### config.mk
export PLATFORM = sky130hd
export DESIGN_NAME = gon_tag_scheduler_flat
export DESIGN_NICKNAME = d
export VERILOG_FILES = /design/src/rtl/gon_tag_scheduler_pkg.sv /design/src/rtl/gon_tag_scheduler_if.sv /design/src/rtl/gon_tag_scheduler.sv /design/src/flat_wrapper.sv
export SDC_FILE = /design/constraint.sdc
export NUM_CORES = 1
export LEC_CHECK = 0
export BUFFER_PORTS_ARGS = -buffer_cell sky130_fd_sc_hd__buf_2
export CAP_MARGIN = 5
export CORE_MARGIN = 3
export CORE_UTILIZATION = 29
export DETAILED_ROUTE_END_ITERATION = 8
export PLACE_DENSITY = 0.57
export SETUP_SLACK_MARGIN = 0.2
export SYNTH_ARGS = -nofsm -noshare
export SYNTH_HDL_FRONTEND = slang
export SYNTH_SLANG_ARGS = --single-unit
### constraint.sdc
create_clock -name clk -period 2.7 [get_ports clk]
set_input_delay 0.27 -clock clk [delete_from_list [all_inputs] [get_ports clk]]
set_output_delay 0.27 -clock clk [all_outputs]
set_load 0.02 [all_outputs]
### src/rtl/gon_tag_scheduler_pkg.sv
// Purpose : shared GON scheduler types - FSM state encoding and default field widths.
// Latency : n/a (types and constants only).
// Backpr. : n/a.
package gon_tag_scheduler_pkg;

   // Default width of the tag-count and beat-count fields.
   localparam int GON_CNT_BITS = 8;

   // Default width of the id/tag buses when no XID_BITS define is supplied.
   localparam int GON_XID_BITS = 8;

   typedef enum logic [1:0] {
      IDLE   = 2'd0,
      PROG   = 2'd1,
      STREAM = 2'd2,
      DONE   = 2'd3
   } gon_state_e;

endpackage

### src/rtl/gon_tag_scheduler_if.sv
// Purpose : upstream/GON-bus handshake bundle plus the multicast tag.
// Latency : n/a (wires only).
// Backpr. : bus_ready flows back to up_ready through the scheduler while streaming.
// Ports   : up_valid/up_ready (upstream side), bus_valid/bus_ready (GON side), tag.
//           master = scheduler view, slave = environment view.
interface gon_tag_scheduler_if
   import gon_tag_scheduler_pkg::*;
#(
   parameter int ID_SIZE = GON_XID_BITS
) ();

   logic               up_valid;
   logic               up_ready;
   logic               bus_valid;
   logic               bus_ready;
   logic [ID_SIZE-1:0] tag;

   modport master (
      input  up_valid,
      input  bus_ready,
      output up_ready,
      output bus_valid,
      output tag
   );

   modport slave (
      output up_valid,
      output bus_ready,
      input  up_ready,
      input  bus_valid,
      input  tag
   );

endinterface

### src/rtl/gon_tag_scheduler.sv
// Purpose : programs NUM_PE GON targets with consecutive ids, then streams
//           tag_count x beats upstream beats onto the GON bus under a walking tag.
// Latency : streaming path is purely combinational (zero added cycles).
// Backpr. : bus_ready passes straight to up_ready; a stalled beat waits indefinitely.
// Ports   : clk/rst, start/abort control, cfg_* run parameters (latched at start),
//           set_id/id_out target programming, bus (handshake + tag), busy/done status.

`ifndef XID_BITS
`define XID_BITS 8
`endif

module gon_tag_scheduler
   import gon_tag_scheduler_pkg::*;
#(
   parameter int NUM_PE   = 8,
   parameter int ID_SIZE  = `XID_BITS,
   parameter int CNT_BITS = GON_CNT_BITS
) (
   input  logic                clk,
   input  logic                rst,
   input  logic                start,
   input  logic                abort,
   input  logic [ID_SIZE-1:0]  cfg_id_base,
   input  logic [ID_SIZE-1:0]  cfg_tag_base,
   input  logic [CNT_BITS-1:0] cfg_tag_count,
   input  logic [CNT_BITS-1:0] cfg_beats,
   output logic [NUM_PE-1:0]   set_id,
   output logic [ID_SIZE-1:0]  id_out,
   gon_tag_scheduler_if.master bus,
   output logic                busy,
   output logic                done
);

   localparam int                PW        = (NUM_PE > 1) ? $clog2(NUM_PE) : 1;
   localparam logic [PW-1:0]     PROG_LAST = PW'(NUM_PE - 1);
   localparam logic [PW-1:0]     PROG_ONE  = PW'(1);
   localparam logic [CNT_BITS-1:0] CNT_ONE = CNT_BITS'(1);
   localparam logic [NUM_PE-1:0] SEL_ONE   = NUM_PE'(1);

   gon_state_e          state_q, state_d;
   logic [PW-1:0]       prog_cnt_q, prog_cnt_d;
   logic [ID_SIZE-1:0]  id_base_q, id_base_d;
   logic [ID_SIZE-1:0]  tag_base_q, tag_base_d;
   logic [CNT_BITS-1:0] tag_cnt_q, tag_cnt_d;
   logic [CNT_BITS-1:0] beats_q, beats_d;
   logic [CNT_BITS-1:0] beat_idx_q, beat_idx_d;
   logic [CNT_BITS-1:0] tag_idx_q, tag_idx_d;

   logic               bus_valid_c;
   logic               up_ready_c;
   logic [ID_SIZE-1:0] tag_c;
   logic               beat;

   always_ff @(posedge clk) begin
      if (rst) begin
         state_q    <= IDLE;
         prog_cnt_q <= '0;
         id_base_q  <= '0;
         tag_base_q <= '0;
         tag_cnt_q  <= '0;
         beats_q    <= '0;
         beat_idx_q <= '0;
         tag_idx_q  <= '0;
      end else begin
         state_q    <= state_d;
         prog_cnt_q <= prog_cnt_d;
         id_base_q  <= id_base_d;
         tag_base_q <= tag_base_d;
         tag_cnt_q  <= tag_cnt_d;
         beats_q    <= beats_d;
         beat_idx_q <= beat_idx_d;
         tag_idx_q  <= tag_idx_d;
      end
   end

   always_comb begin
      state_d     = state_q;
      prog_cnt_d  = prog_cnt_q;
      id_base_d   = id_base_q;
      tag_base_d  = tag_base_q;
      tag_cnt_d   = tag_cnt_q;
      beats_d     = beats_q;
      beat_idx_d  = beat_idx_q;
      tag_idx_d   = tag_idx_q;
      set_id      = '0;
      id_out      = '0;
      tag_c       = '0;
      bus_valid_c = 1'b0;
      up_ready_c  = 1'b0;
      done        = 1'b0;
      beat        = 1'b0;

      case (state_q)
         IDLE: begin
            // abort outranks start, so an abort in IDLE swallows the request.
            if (start && !abort) begin
               id_base_d  = cfg_id_base;
               tag_base_d = cfg_tag_base;
               tag_cnt_d  = cfg_tag_count;
               beats_d    = cfg_beats;
               prog_cnt_d = '0;
               beat_idx_d = '0;
               tag_idx_d  = '0;
               state_d    = PROG;
            end
         end

         PROG: begin
            set_id = SEL_ONE << prog_cnt_q;
            id_out = id_base_q + ID_SIZE'(prog_cnt_q);
            if (abort) begin
               prog_cnt_d = '0;
               state_d    = IDLE;
            end else if (prog_cnt_q == PROG_LAST) begin
               prog_cnt_d = '0;
               // A zero-sized run has nothing to stream; finish straight away.
               state_d    = (tag_cnt_q != '0 && beats_q != '0) ? STREAM : DONE;
            end else begin
               prog_cnt_d = prog_cnt_q + PROG_ONE;
            end
         end

         STREAM: begin
            if (abort) begin
               // Handshake is withheld in the abort cycle so no beat can be
               // transferred that the counters would not account for.
               beat_idx_d = '0;
               tag_idx_d  = '0;
               state_d    = IDLE;
            end else begin
               bus_valid_c = bus.up_valid;
               up_ready_c  = bus.bus_ready;
               tag_c       = tag_base_q + ID_SIZE'(tag_idx_q);
               beat        = bus.up_valid && bus.bus_ready;
               if (beat) begin
                  if (beat_idx_q == beats_q - CNT_ONE) begin
                     beat_idx_d = '0;
                     if (tag_idx_q == tag_cnt_q - CNT_ONE) begin
                        tag_idx_d = '0;
                        state_d   = DONE;
                     end else begin
                        tag_idx_d = tag_idx_q + CNT_ONE;
                     end
                  end else begin
                     beat_idx_d = beat_idx_q + CNT_ONE;
                  end
               end
            end
         end

         DONE: begin
            done    = 1'b1;
            state_d = IDLE;
         end

         default: state_d = IDLE;
      endcase
   end

   assign busy          = (state_q != IDLE);
   assign bus.bus_valid = bus_valid_c;
   assign bus.up_ready  = up_ready_c;
   assign bus.tag       = tag_c;

endmodule

### src/flat_wrapper.sv
// flat-port wrapper written by rule: the top's interface ports become plain ports
module gon_tag_scheduler_flat import gon_tag_scheduler_pkg::*;
#(
   parameter int NUM_PE   = 8,
   parameter int ID_SIZE  = `XID_BITS,
   parameter int CNT_BITS = GON_CNT_BITS
)
  (clk, rst, start, abort, cfg_id_base, cfg_tag_base, cfg_tag_count, cfg_beats, set_id, id_out, busy, done, bus_up_valid, bus_bus_ready, bus_up_ready, bus_bus_valid, bus_tag);
  gon_tag_scheduler_if #(.ID_SIZE(ID_SIZE)) bus_i ();
  input  logic clk;
  input  logic rst;
  input  logic start;
  input  logic abort;
  input  logic [ID_SIZE-1:0] cfg_id_base;
  input  logic [ID_SIZE-1:0] cfg_tag_base;
  input  logic [CNT_BITS-1:0] cfg_tag_count;
  input  logic [CNT_BITS-1:0] cfg_beats;
  output logic [NUM_PE-1:0] set_id;
  output logic [ID_SIZE-1:0] id_out;
  output logic busy;
  output logic done;
  input wire logic [$bits(bus_i.up_valid)-1:0] bus_up_valid;
  input wire logic [$bits(bus_i.bus_ready)-1:0] bus_bus_ready;
  output wire logic [$bits(bus_i.up_ready)-1:0] bus_up_ready;
  output wire logic [$bits(bus_i.bus_valid)-1:0] bus_bus_valid;
  output wire logic [$bits(bus_i.tag)-1:0] bus_tag;
  assign bus_i.up_valid = bus_up_valid;
  assign bus_i.bus_ready = bus_bus_ready;
  assign bus_up_ready = bus_i.up_ready;
  assign bus_bus_valid = bus_i.bus_valid;
  assign bus_tag = bus_i.tag;
  gon_tag_scheduler #(.NUM_PE(NUM_PE), .ID_SIZE(ID_SIZE), .CNT_BITS(CNT_BITS)) u_core (.clk(clk), .rst(rst), .start(start), .abort(abort), .cfg_id_base(cfg_id_base), .cfg_tag_base(cfg_tag_base), .cfg_tag_count(cfg_tag_count), .cfg_beats(cfg_beats), .set_id(set_id), .id_out(id_out), .bus(bus_i), .busy(busy), .done(done));
endmodule
Word level (Yosys, flattened, before mapping)

Index checks and enable logic that the tools add are counted.

Add/sub/neg operators: 7
Multiply operators: 0
Divide/modulo/power cells: 0
$lt $le $gt $ge: 0
Eq/ne operators: 11
Shift operators: 1
Muxes and demuxes: 32
Bitwise gates (word level): 0
Reduce and logical (&&, ||, !) cells: 15

Operator list:

| kind                  | count |
|---|---|
| $mux W8               | 12 |
| $pmux W8 S2           | 2 |
| $add A8 B1 Y8 const B | 2 |
| $eq A8 B8 Y1          | 2 |
| $reduce_bool A8 Y1    | 2 |
| $sub A8 B1 Y8 const B | 2 |
| $mux W2               | 7 |
| $ne A3 B2 Y1 const B  | 4 |
| $mux W3               | 3 |
| $add A8 B3 Y8         | 1 |
| $add A8 B8 Y8         | 1 |
| $pmux W2 S4           | 1 |
| $shl A1 B3 Y8 const A | 1 |
| $mux W1               | 6 |
| $pmux W3 S2           | 1 |
| $reduce_bool A2 Y1    | 3 |
| $reduce_and A5 Y1     | 1 |
| $eq A2 B2 Y1 const B  | 2 |
| $reduce_and A2 Y1     | 2 |
| $reduce_and A4 Y1     | 1 |
| $add A3 B1 Y3 const B | 1 |
| $eq A3 B3 Y1 const B  | 1 |
| $logic_and A1 B1 Y1   | 3 |
| $reduce_and A3 Y1     | 1 |
| 4 further kinds       | 4 |

Register bits after elaboration: 53
Bits in latches: 0
RAM bits: 0
ROM bits: 0
Bits of input ports: 38
Output and inout port bits: 28
Word-level logic and storage cells: 74
Memories: 0

Longest topological paths before layout

Word-level depth: 7
Depth in mapped cells: 10

Worst setup path after synthesis

OpenSTA, ideal clock, no wires.

Path type: reg2out
Start point: register u_core.tag_idx_q[1]
End point: output bus_tag[7]
Arrival: 2018 ps
Required time: 2430 ps
Setup slack: 412 ps
Cell stages (with the launch flop): 8
Cells stage by stage: dfxtp_1 > ha_1 > a21o_1 > a21oi_1 > o21bai_1 > a2111oi_0 > o21a_1 > o21a_1

Cells in the longest elaborated chain, start to end: 3

RTL lines:

| what                     | line                     | RTL |
|---|---|---|
| start: declaration       | gon_tag_scheduler.sv:47  | `logic [CNT_BITS-1:0] tag_idx_q, tag_idx_d;` |
| start signal: assignment | gon_tag_scheduler.sv:72  | `tag_idx_q <= tag_idx_d;` |
| $add A8 B8 Y8            | gon_tag_scheduler.sv:133 | `tag_c = tag_base_q + ID_SIZE'(tag_idx_q);` |
| $mux W8                  | gon_tag_scheduler.sv:124 | `if (abort) begin` |
| $mux W8                  | gon_tag_scheduler.sv:93  | `case (state_q)` |
| end: declaration         | flat_wrapper.sv:26       | `output wire logic [$bits(bus_i.tag)-1:0] bus_tag;` |

No other way between the ends.

Final worst setup path

Start point: register u_core.tag_base_q[1]
End point: output bus_tag[7]

Cells in the longest elaborated chain, start to end: 3

RTL lines:

| what                     | line                     | RTL |
|---|---|---|
| start: declaration       | gon_tag_scheduler.sv:43  | `logic [ID_SIZE-1:0] tag_base_q, tag_base_d;` |
| start signal: assignment | gon_tag_scheduler.sv:68  | `tag_base_q <= tag_base_d;` |
| $add A8 B8 Y8            | gon_tag_scheduler.sv:133 |  |
| $mux W8                  | gon_tag_scheduler.sv:124 |  |
| $mux W8                  | gon_tag_scheduler.sv:93  |  |

No other way between the ends.

==> impl_metrics.env <==
export IMPL_clk_pin_slew_ns=0.07
export IMPL_routed_via_density=4.983
export IMPL_slew_headroom=0.5960
export IMPL_holdWs_ns=0.2086
export IMPL_postSynthRegisterBits=53
export IMPL_final_antenna_net_count=0
export IMPL_p_per_area_nw_per_um2=425.6
export IMPL_status="complete, no violations"
export IMPL_synth_edf_count=0
export IMPL_fill_cells=1217
export IMPL_setup_violations=0
export IMPL_antenna_found_initial=0
export IMPL_antenna_cells=0
export IMPL_max_cap_viol_count=0
export IMPL_grt_usage=0.1423
export IMPL_yosysMostFrequentCell="nand2_1"
export IMPL_ys_seq_area_frac=0.3056
export IMPL_hold_viol_final=0
export IMPL_cts_max_path_buffers=2
export IMPL_pre_cts_ws_ns=0.2500
export IMPL_drt_pass1_iter_count=4
export IMPL_rsz0062_at_grt="yes"
export IMPL_multi_input_area_um2=2290
export IMPL_syn_inst=450
export IMPL_drc=0
export IMPL_cp_end_kind="output pin"
export IMPL_grt_pass1_wl_um=15350
export IMPL_syn_nets=511
export IMPL_r2r_slack_ns=0.46
export IMPL_die_h_um=115.4
export IMPL_die_width_um=115.4
export IMPL_tightest_slew_ns=0.5997
export IMPL_worstPathMaxFanout=3
export IMPL_cts_root_buf="clkbuf_16"
export IMPL_yosysTopAreaCell="dfxtp_1"
export IMPL_dp_hpwl_um=7063
export IMPL_grt_max_degree=34
export IMPL_fin_setup_tns_ns=0
export IMPL_synth_async_reset_ratio=0
export IMPL_fin_util=0.3634
export IMPL_die_area_um2=13320
export IMPL_hp_class="in -> reg"
export IMPL_vias=3269
export IMPL_p_leak_nw=1.831
export IMPL_clock_latency_ns=0.29
export IMPL_fin_crit_sh=0.8968
export IMPL_placed_cell_area_um2=3953
export IMPL_post_route_min_period_ns=2.421
export IMPL_cp_start_kind="flop"
export IMPL_cts_sinks=53
export IMPL_totalWireLength_um=9197
export IMPL_rows=39
export IMPL_synthTopCellsByArea="dfxtp_1, nand2_1, ha_1"
export IMPL_ir_worst_vdd_mv=0.2368
export IMPL_totalPowerFinal_mw=1.789
export IMPL_clock_skew_ns=0.008155
export IMPL_cp_data_required_time_ns=2.43
export IMPL_fmax_mhz=413.0
export IMPL_grt_overflow_total=0
export IMPL_report_final_slew_viol_count=0
export IMPL_start_util=0.3002
export IMPL_synth_ff_type="dfxtp_1"
export IMPL_portBuffers=65
export IMPL_drive_gt1_frac=0.2222
export IMPL_stdcell_count=656
export IMPL_core_area_um2=11560
export IMPL_cts_hold_buffers=0
export IMPL_netlist_top_cells_count="nand2_1, dfxtp_1, a21oi_1, nor2_1, nand3_1"
export IMPL_crit_type="reg -> out"
export IMPL_drt_iter0_drc=179
export IMPL_synth_area_um2=3472
export IMPL_io_pins=66
export IMPL_ys_types=50
export IMPL_synth_top_area_share=0.3056
export IMPL_regArea_um2=1067
export IMPL_final_cell_area_um2=4203
export IMPL_cts_tree="yes"
export IMPL_place_inst=643
export IMPL_grt_pass1_vias=3265
export IMPL_cts_buffers=5
export IMPL_nets=573
export IMPL_htree_levels=2
export IMPL_yosys_warnings=0
export IMPL_fin_ws_ns=0.2787
export IMPL_cp_arrival_ns=2.15
export IMPL_synth_area_per_cell_um2=7.716
export IMPL_wl_per_cell_um=14.02
export IMPL_gp_congestion=0.8922
export IMPL_syn2layout_area_growth_pct=21.05
logic make-up (layout without fill, tap and decap cells):
group | count (synthesis) | in the layout | synth area share
AND/OR/NAND/NOR | 200 | 200 | 0.2807
multiplexers | 1 | 1 | 0.002883
XOR/XNOR | 34 | 34 | 0.08576
buffers and inverters | 41 | 104 | 0.04901
flip-flops | 53 | 53 | 0.3056
AO/OA/AOI/OAI | 98 | 98 | 0.1888
adder cells (fa/ha/maj) | 23 | 23 | 0.08721
state kept, by name, indices dropped and copies added, names as in the netlist:
register           cells
u_core.beat_idx_q      8
u_core.beats_q         8
u_core.id_base_q       8
u_core.tag_base_q      8
u_core.tag_cnt_q       8
u_core.tag_idx_q       8
u_core.prog_cnt_q      3
u_core.state_q         2
what timing repair did:
action,CTS,global route
gates resized for setup,7,9
setup buffers,0,5
endpoints found under the hold margin,0,0
pin swaps,2,7
setup endpoints to repair,2,15
power by group:
part	total [mW]	switching, mW	internal (mW)	leakage, nW
Sequential	0.836	0.0303	0.805	0.432
Combinational	0.274	0.161	0.112	1.32
Clock	0.679	0.286	0.393	0.0799
path summary, 6_finish.rpt:
path,startpoint,end,cells past startpoint
worst max-delay path,u_core.tag_base_q[1]$_SDFFE_PP0P_,bus_tag[7],8
worst min-delay path,cfg_tag_count[4],u_core.tag_cnt_q[4]$_SDFFE_PP0P_,3
worst max register to register,u_core.tag_cnt_q[1]$_SDFFE_PP0P_,u_core.state_q[0]$_SDFFE_PP0P_,8
worst min register to register,u_core.id_base_q[2]$_SDFFE_PP0P_,u_core.id_base_q[2]$_SDFFE_PP0P_,2
routing by layer:
metal  vias up  part of all wire  global-route usage
met2        61              0.50              0.2473
met1      1511              0.45              0.1811
met4         0             0.015             0.04225
li1       1686                 -                   -
met5         -                 0                   0
met3        11             0.039             0.02402
critical path, cell delays in order (launching register included):
cell,delay [ns]
dfxtp_2,0.34
ha_1,0.26
a21o_1,0.18
a21oi_2,0.17
o21bai_2,0.10
a2111oi_4,0.36
nor3_1,0.10
o21a_1,0.19
buf_2,0.15
cell type report:
class / count / share of cell area
Clock buffer: 7 / 0.03632
Clock inverter: 1 / 0.001191
Inverter: 17 / 0.01518
Multi-Input combinational cell: 356 / 0.5448
Sequential cell: 53 / 0.2539
Tap cell: 143 / 0.04257
Timing Repair Buffer: 79 / 0.1060
placed cells by master (no fill, tap or decap), types with 4 or more instances in the layout:
cell	n
o21a_1	4
xnor2_1	17
ha_1	20
a21oi_1	45
nor2b_1	4
a31oi_1	5
o2111ai_1	13
buf_2	64
nor2_1	42
inv_1	17
nand3_1	24
nand2_1	80
a21oi_2	4
clkbuf_16	5
buf_4	14
dfxtp_1	50
and3_1	16
nor3_1	11
xor2_1	17
No activity file was read; power rests on OpenSTA's default activity.
